--- config.mk ---
export PLATFORM = sky130hd
export DESIGN_NAME = seg7_scan_driver
export DESIGN_NICKNAME = d
export VERILOG_FILES = /design/src/rtl/seg7_scan_driver.sv
export SDC_FILE = /design/constraint.sdc
export NUM_CORES = 1
export LEC_CHECK = 0
export ABC_AREA = 1
export CAP_MARGIN = 20
export CORE_MARGIN = 2
export CORE_UTILIZATION = 45
export CTS_CLUSTER_DIAMETER = 120
export CTS_CLUSTER_SIZE = 30
export DETAILED_ROUTE_END_ITERATION = 8
export GPL_ROUTABILITY_DRIVEN = 0
export HOLD_SLACK_MARGIN = 0.1
export PLACE_DENSITY_LB_ADDON = 0.12
export SLEW_MARGIN = 20
export SYNTH_ARGS = -nofsm -noshare
export SYNTH_HDL_FRONTEND = slang
export SYNTH_SLANG_ARGS = --single-unit
--- constraint.sdc ---
create_clock -name i_clk -period 2.84 [get_ports i_clk]
set_clock_uncertainty 0.05 [all_clocks]
set_input_delay 0.852 -clock i_clk [delete_from_list [all_inputs] [get_ports i_clk]]
set_output_delay 0.852 -clock i_clk [all_outputs]
set_load 0.01 [all_outputs]
--- src/rtl/seg7_scan_driver.sv ---
// -----------------------------------------------------------------------------
// seg7_scan_driver
// Segment-side driver for a 3-digit multiplexed 7-segment display.
// It generates its own digit scan, shows the matching segment pattern for the
// active digit, and inserts dead time at the start of every digit slot so the
// previous digit's pattern cannot ghost onto the next one.
// New digits arrive through a valid/ready handshake. They land in a pending
// register and move into the displayed (shadow) register only at the end of a
// full frame, so a frame never mixes old and new digits.
//
// Parameters
//   SCAN_DIV   clocks per digit slot (4 .. 2^20)
//   BLANK_CYC  dead-time clocks at the start of each slot (1 .. SCAN_DIV-2)
//   ACTIVE_LOW 1: o_an/o_seg/o_dp_out are low-true at the pins, 0: high-true
//
// Ports
//   i_clk          system clock
//   i_rst          synchronous active-high reset
//   i_load_valid   producer offers i_digits / i_dp
//   o_load_ready   block can accept (transfer when valid && ready)
//   i_digits       {d2,d1,d0} hex nibbles, d0 is the rightmost digit
//   i_dp           decimal point per digit, bit i = digit i, 1 = lit
//   o_an           one-hot digit enable, o_an[i] = digit i
//   o_seg          {g,f,e,d,c,b,a}
//   o_dp_out       decimal point of the active digit
//   o_frame_done   1-cycle pulse at the end of each 3-digit frame
//
// Optional feature
//   LEADING_ZERO_BLANK_EN  when defined, leading zero digits (2, then 1) stay
//                          dark unless their decimal point is set.
// -----------------------------------------------------------------------------
module seg7_scan_driver #(
    parameter int SCAN_DIV   = 27000,
    parameter int BLANK_CYC  = 270,
    parameter bit ACTIVE_LOW = 1'b1
) (
    input  logic        i_clk,
    input  logic        i_rst,
    input  logic        i_load_valid,
    output logic        o_load_ready,
    input  logic [11:0] i_digits,
    input  logic [2:0]  i_dp,
    output logic [2:0]  o_an,
    output logic [6:0]  o_seg,
    output logic        o_dp_out,
    output logic        o_frame_done
);

    localparam int             CW        = $clog2(SCAN_DIV);
    localparam logic [CW-1:0]  CNT_LAST  = CW'(SCAN_DIV - 1);
    localparam logic [CW-1:0]  CNT_BLANK = CW'(BLANK_CYC);

    // Pin levels that mean "off" for the chosen polarity.
    localparam logic [2:0]     AN_OFF    = {3{ACTIVE_LOW}};
    localparam logic [6:0]     SEG_OFF   = {7{ACTIVE_LOW}};
    localparam logic           DP_OFF    = ACTIVE_LOW;

    typedef enum logic [1:0] {
        SLOT_0 = 2'd0,
        SLOT_1 = 2'd1,
        SLOT_2 = 2'd2
    } slot_t;

    logic [CW-1:0] r_cnt;
    slot_t         r_slot;
    logic [11:0]   r_shadow;
    logic [2:0]    r_dpShadow;
    logic [11:0]   r_pend;
    logic [2:0]    r_pendDp;
    logic          r_pendFull;
    logic [2:0]    r_an;
    logic [6:0]    r_seg;
    logic          r_dpOut;
    logic          r_frameDone;

    logic          w_frameEnd;
    logic          w_inBlank;
    logic [3:0]    w_nibble;
    logic          w_dpBit;
    logic [2:0]    w_anOneHot;
    logic          w_lit;
    logic [6:0]    w_segLogic;

    assign w_frameEnd   = (r_cnt == CNT_LAST) && (r_slot == SLOT_2);
    assign w_inBlank    = (r_cnt < CNT_BLANK);
    assign o_load_ready = !r_pendFull;
    assign o_an         = r_an;
    assign o_seg        = r_seg;
    assign o_dp_out     = r_dpOut;
    assign o_frame_done = r_frameDone;

    // Select the nibble, decimal point and anode for the slot being scanned,
    // and decide whether that digit is lit at all.
    always_comb begin
        w_nibble   = r_shadow[3:0];
        w_dpBit    = r_dpShadow[0];
        w_anOneHot = 3'b001;
        w_lit      = 1'b1;
        case (r_slot)
            SLOT_1: begin
                w_nibble   = r_shadow[7:4];
                w_dpBit    = r_dpShadow[1];
                w_anOneHot = 3'b010;
            end
            SLOT_2: begin
                w_nibble   = r_shadow[11:8];
                w_dpBit    = r_dpShadow[2];
                w_anOneHot = 3'b100;
            end
            default: ;
        endcase
`ifdef LEADING_ZERO_BLANK_EN
        // A digit is a leading zero only if every digit to its left is zero;
        // a set decimal point always keeps the digit visible.
        case (r_slot)
            SLOT_2:  w_lit = (r_shadow[11:8] != 4'h0) || r_dpShadow[2];
            SLOT_1:  w_lit = (r_shadow[11:4] != 8'h00) || r_dpShadow[1];
            default: w_lit = 1'b1;
        endcase
`endif
    end

    // Hex to logical segment pattern, bit 0 = segment a.
    always_comb begin
        w_segLogic = 7'h00;
        case (w_nibble)
            4'h0: w_segLogic = 7'h3F;
            4'h1: w_segLogic = 7'h06;
            4'h2: w_segLogic = 7'h5B;
            4'h3: w_segLogic = 7'h4F;
            4'h4: w_segLogic = 7'h66;
            4'h5: w_segLogic = 7'h6D;
            4'h6: w_segLogic = 7'h7D;
            4'h7: w_segLogic = 7'h07;
            4'h8: w_segLogic = 7'h7F;
            4'h9: w_segLogic = 7'h6F;
            4'hA: w_segLogic = 7'h77;
            4'hB: w_segLogic = 7'h7C;
            4'hC: w_segLogic = 7'h39;
            4'hD: w_segLogic = 7'h5E;
            4'hE: w_segLogic = 7'h79;
            4'hF: w_segLogic = 7'h71;
            default: w_segLogic = 7'h00;
        endcase
    end

    // Scan counters, double buffering and registered pin drive.
    // Pins are computed from the current (slot, cnt), so they lag it by one
    // cycle. The frame-end transfer only moves data that was already pending
    // before this edge; a load accepted on the same edge waits a full frame.
    always_ff @(posedge i_clk) begin
        if (i_rst) begin
            r_cnt       <= '0;
            r_slot      <= SLOT_0;
            r_shadow    <= '0;
            r_dpShadow  <= '0;
            r_pend      <= '0;
            r_pendDp    <= '0;
            r_pendFull  <= 1'b0;
            r_frameDone <= 1'b0;
            r_an        <= AN_OFF;
            r_seg       <= SEG_OFF;
            r_dpOut     <= DP_OFF;
        end else begin
            if (r_cnt == CNT_LAST) begin
                r_cnt <= '0;
                case (r_slot)
                    SLOT_0:  r_slot <= SLOT_1;
                    SLOT_1:  r_slot <= SLOT_2;
                    default: r_slot <= SLOT_0;
                endcase
            end else begin
                r_cnt <= r_cnt + 1'b1;
            end

            if (w_frameEnd) begin
                r_pendFull <= 1'b0;
                if (r_pendFull) begin
                    r_shadow   <= r_pend;
                    r_dpShadow <= r_pendDp;
                end
            end

            if (i_load_valid && !r_pendFull) begin
                r_pend     <= i_digits;
                r_pendDp   <= i_dp;
                r_pendFull <= 1'b1;
            end

            r_frameDone <= w_frameEnd;

            if (w_inBlank || !w_lit) begin
                r_an    <= AN_OFF;
                r_seg   <= SEG_OFF;
                r_dpOut <= DP_OFF;
            end else begin
                r_an    <= w_anOneHot ^ AN_OFF;
                r_seg   <= w_segLogic ^ SEG_OFF;
                r_dpOut <= w_dpBit ^ DP_OFF;
            end
        end
    end

endmodule
==> run summary <==
Post-route DRC - 0
Worst Setup Path Type - reg2out
largest net degree at the start of global routing - 34
post-route ant nets - 0
H-tree depth - 3
Cell Chain, Critical Path - buf_4 -> inv_1 -> clkdlybuf4s50_1
share of cells above drive strength 1 - 0.0806
Slowest cell on crit path - clkdlybuf4s50_1
Core Region - 5920 µm²
Max IR drop VDD - 0.322 mV
number of clock sinks - 60
CP arrival - 1550 ps
CP max stage delay - 570 ps
fin. max-slew vios - 0
# fillers - 574
DR pass1 iterations - 4
CTS buffer count - 9
Final setup viols - 0
HPWL after DPL - 3.81 mm
Die W - 82.4 µm
critical path launch point type - flop
syn avg cell area - 7.15 µm²
count of state elements after synthesis - 60
Reg2Reg Setup Slack - 450 ps
most frequent cells in the layout - 79 x nand2_1, 62 x nor2_1, 60 x dfxtp_1
vias in the first global route - 2,084
placed cells - 482
FMAX - 408 MHz
total wire length - 5.51 mm
Tot GR Track Use - 0.187
status - finished, final reports clean
first-pass GRT wire length - 9.47 mm
RSZ-0062 raised after global routing - false
max-cap violations - 0
most common cell after layout, fill and taps aside - nand2_1
row count - 28
crit share post-route - 0.862
DR vias - 2,397
clk slew on worst S/H paths - 70 ps
Total Nets Final - 448
IO buf count - 30
final hold slack - 409 ps
Final min period - 2450 ps
initial drt markers - 76
Hold Crit Class - reg2reg
Syn. warnings - 0
Finished Layout Cells - 497
Post-CTS Setup Bufs - 0
# resized after CTS - 0
CTS tree - built
initial core utilization - 0.467
root buf cell - clkbuf_8
post-place setup slack - 459 ps
Via density - 4.82
PwrDens - 545 nW/µm²
Synth cell types - 26
WL per Instance - 11.1 µm
syn_nets - 417
io pins - 31
sequential share of the synthesized area - 0.434
antenna cells - 0
CTS Hold Buffers Added - 0
die area - 6790 µm²
Worst EP required - 1940 ps
Crit. End Element - output pin
Worst slew margin - 0.558
grt total ovfl - 0
Syn-to-layout area delta - 21.1%
die outline height - 82.4 µm
Clock Tree Buf Depth - 2
Critical Path Fanout Max - 17
Worst Slack Setup Final - 392 ps
cell count after synthesis - 387
Worst-Margin Slew - 662 ps
final hold violations - 0
Mapped Area - 2770 µm²
initial antenna violation count - 0
setup TNS - 0 ps
Leakage - 0.00137 µW
worst-skew pair later-pin latency - 340 ps
report_power, final:
group	total, µW	switching, µW	internal (µW)
clock	863	328	535
combinational	91.8	49.6	42.2
sequential	870	7.37	863
total	1820	384	1440
layer usage:
metal  global-route usage  wire, µm
met4               0.0900        85
met1                0.248      2810
met2                0.274      2380
met3               0.0587       234
met5                    0         0
cells in the mapped netlist:
library cell | number | area (µm²)
a21oi_1 | 25 | 125
buf_1 | 1 | 3.75
buf_2 | 6 | 30.0
buf_4 | 1 | 7.51
buf_6 | 1 | 11.3
clkbuf_1 | 7 | 26.3
clkinv_1 | 1 | 3.75
dfxtp_1 | 60 | 1200
ha_1 | 12 | 150
inv_1 | 41 | 154
nand2_1 | 79 | 297
nand2_2 | 1 | 6.26
nand3_1 | 23 | 115
nand3_2 | 1 | 10.0
nand4_1 | 19 | 119
nor2_1 | 62 | 233
nor2_2 | 4 | 25.0
nor2_4 | 1 | 11.3
nor3_1 | 4 | 20.0
o211ai_1 | 1 | 7.51
o21ai_0 | 25 | 125
o21ai_1 | 1 | 5.00
or2_0 | 1 | 6.26
or2_2 | 6 | 37.5
xnor2_1 | 3 | 26.3
xor2_1 | 1 | 8.76
registers in the layout, indices dropped and copies added (netlist names):
register,cells
r_slot,2
r_pendFull,1
o_frame_done,1
r_shadow,12
r_cnt,15
r_pend,12
o_seg,7
o_dp_out,1
r_dpShadow,3
r_pendDp,3
o_an,3
cell type report:
type,instances,area [µm²],share of cell area
Multi-Input combinational cell,269,1330,0.396
Sequential cell,60,1200,0.359
Timing Repair Buffer,36,345,0.103
Inverter,42,158,0.0471
Clock buffer,11,151,0.0452
Tap cell,75,93.8,0.0280
Clock inverter,4,72.6,0.0217
critical path, delay by kind of cell, from the launching register on:
kind	cells	cell delay, ps
buffers and inverters	3	910
flip-flops	1	300
stage by stage:
stage                     power, µW   util  instance area (µm²)
after global routing           1900  0.566                 3350
final                          1820  0.566                 3350
after CTS                      1850  0.566                 3350
after detailed placement        980  0.528                 3130
after global placement          979  0.528                 3130
after floorplan                 941      -                 2770
worst paths after layout:
kind,start,end,depth (start not counted)
min reg2reg,r_pend[9],r_pend[9],2
min,r_pend[9],r_pend[9],2
max reg2reg,r_slot[0],o_seg[1],10
max,r_pendFull,o_load_ready,3
kinds of logic (layout without fill, tap and decap cells):
| family | after synthesis | in the layout | synth area share |
|---|---|---|---|
| AOI/OAI and AO/OA | 52 | 52 | 0.0950 |
| adders and majority gates | 12 | 12 | 0.0543 |
| xor gates and xnor gates | 4 | 4 | 0.0127 |
| buffers and inverters | 58 | 93 | 0.0855 |
| DFF | 60 | 60 | 0.434 |
| and+or+nand+nor | 201 | 201 | 0.318 |
No activity file was read; power rests on OpenSTA's default activity.
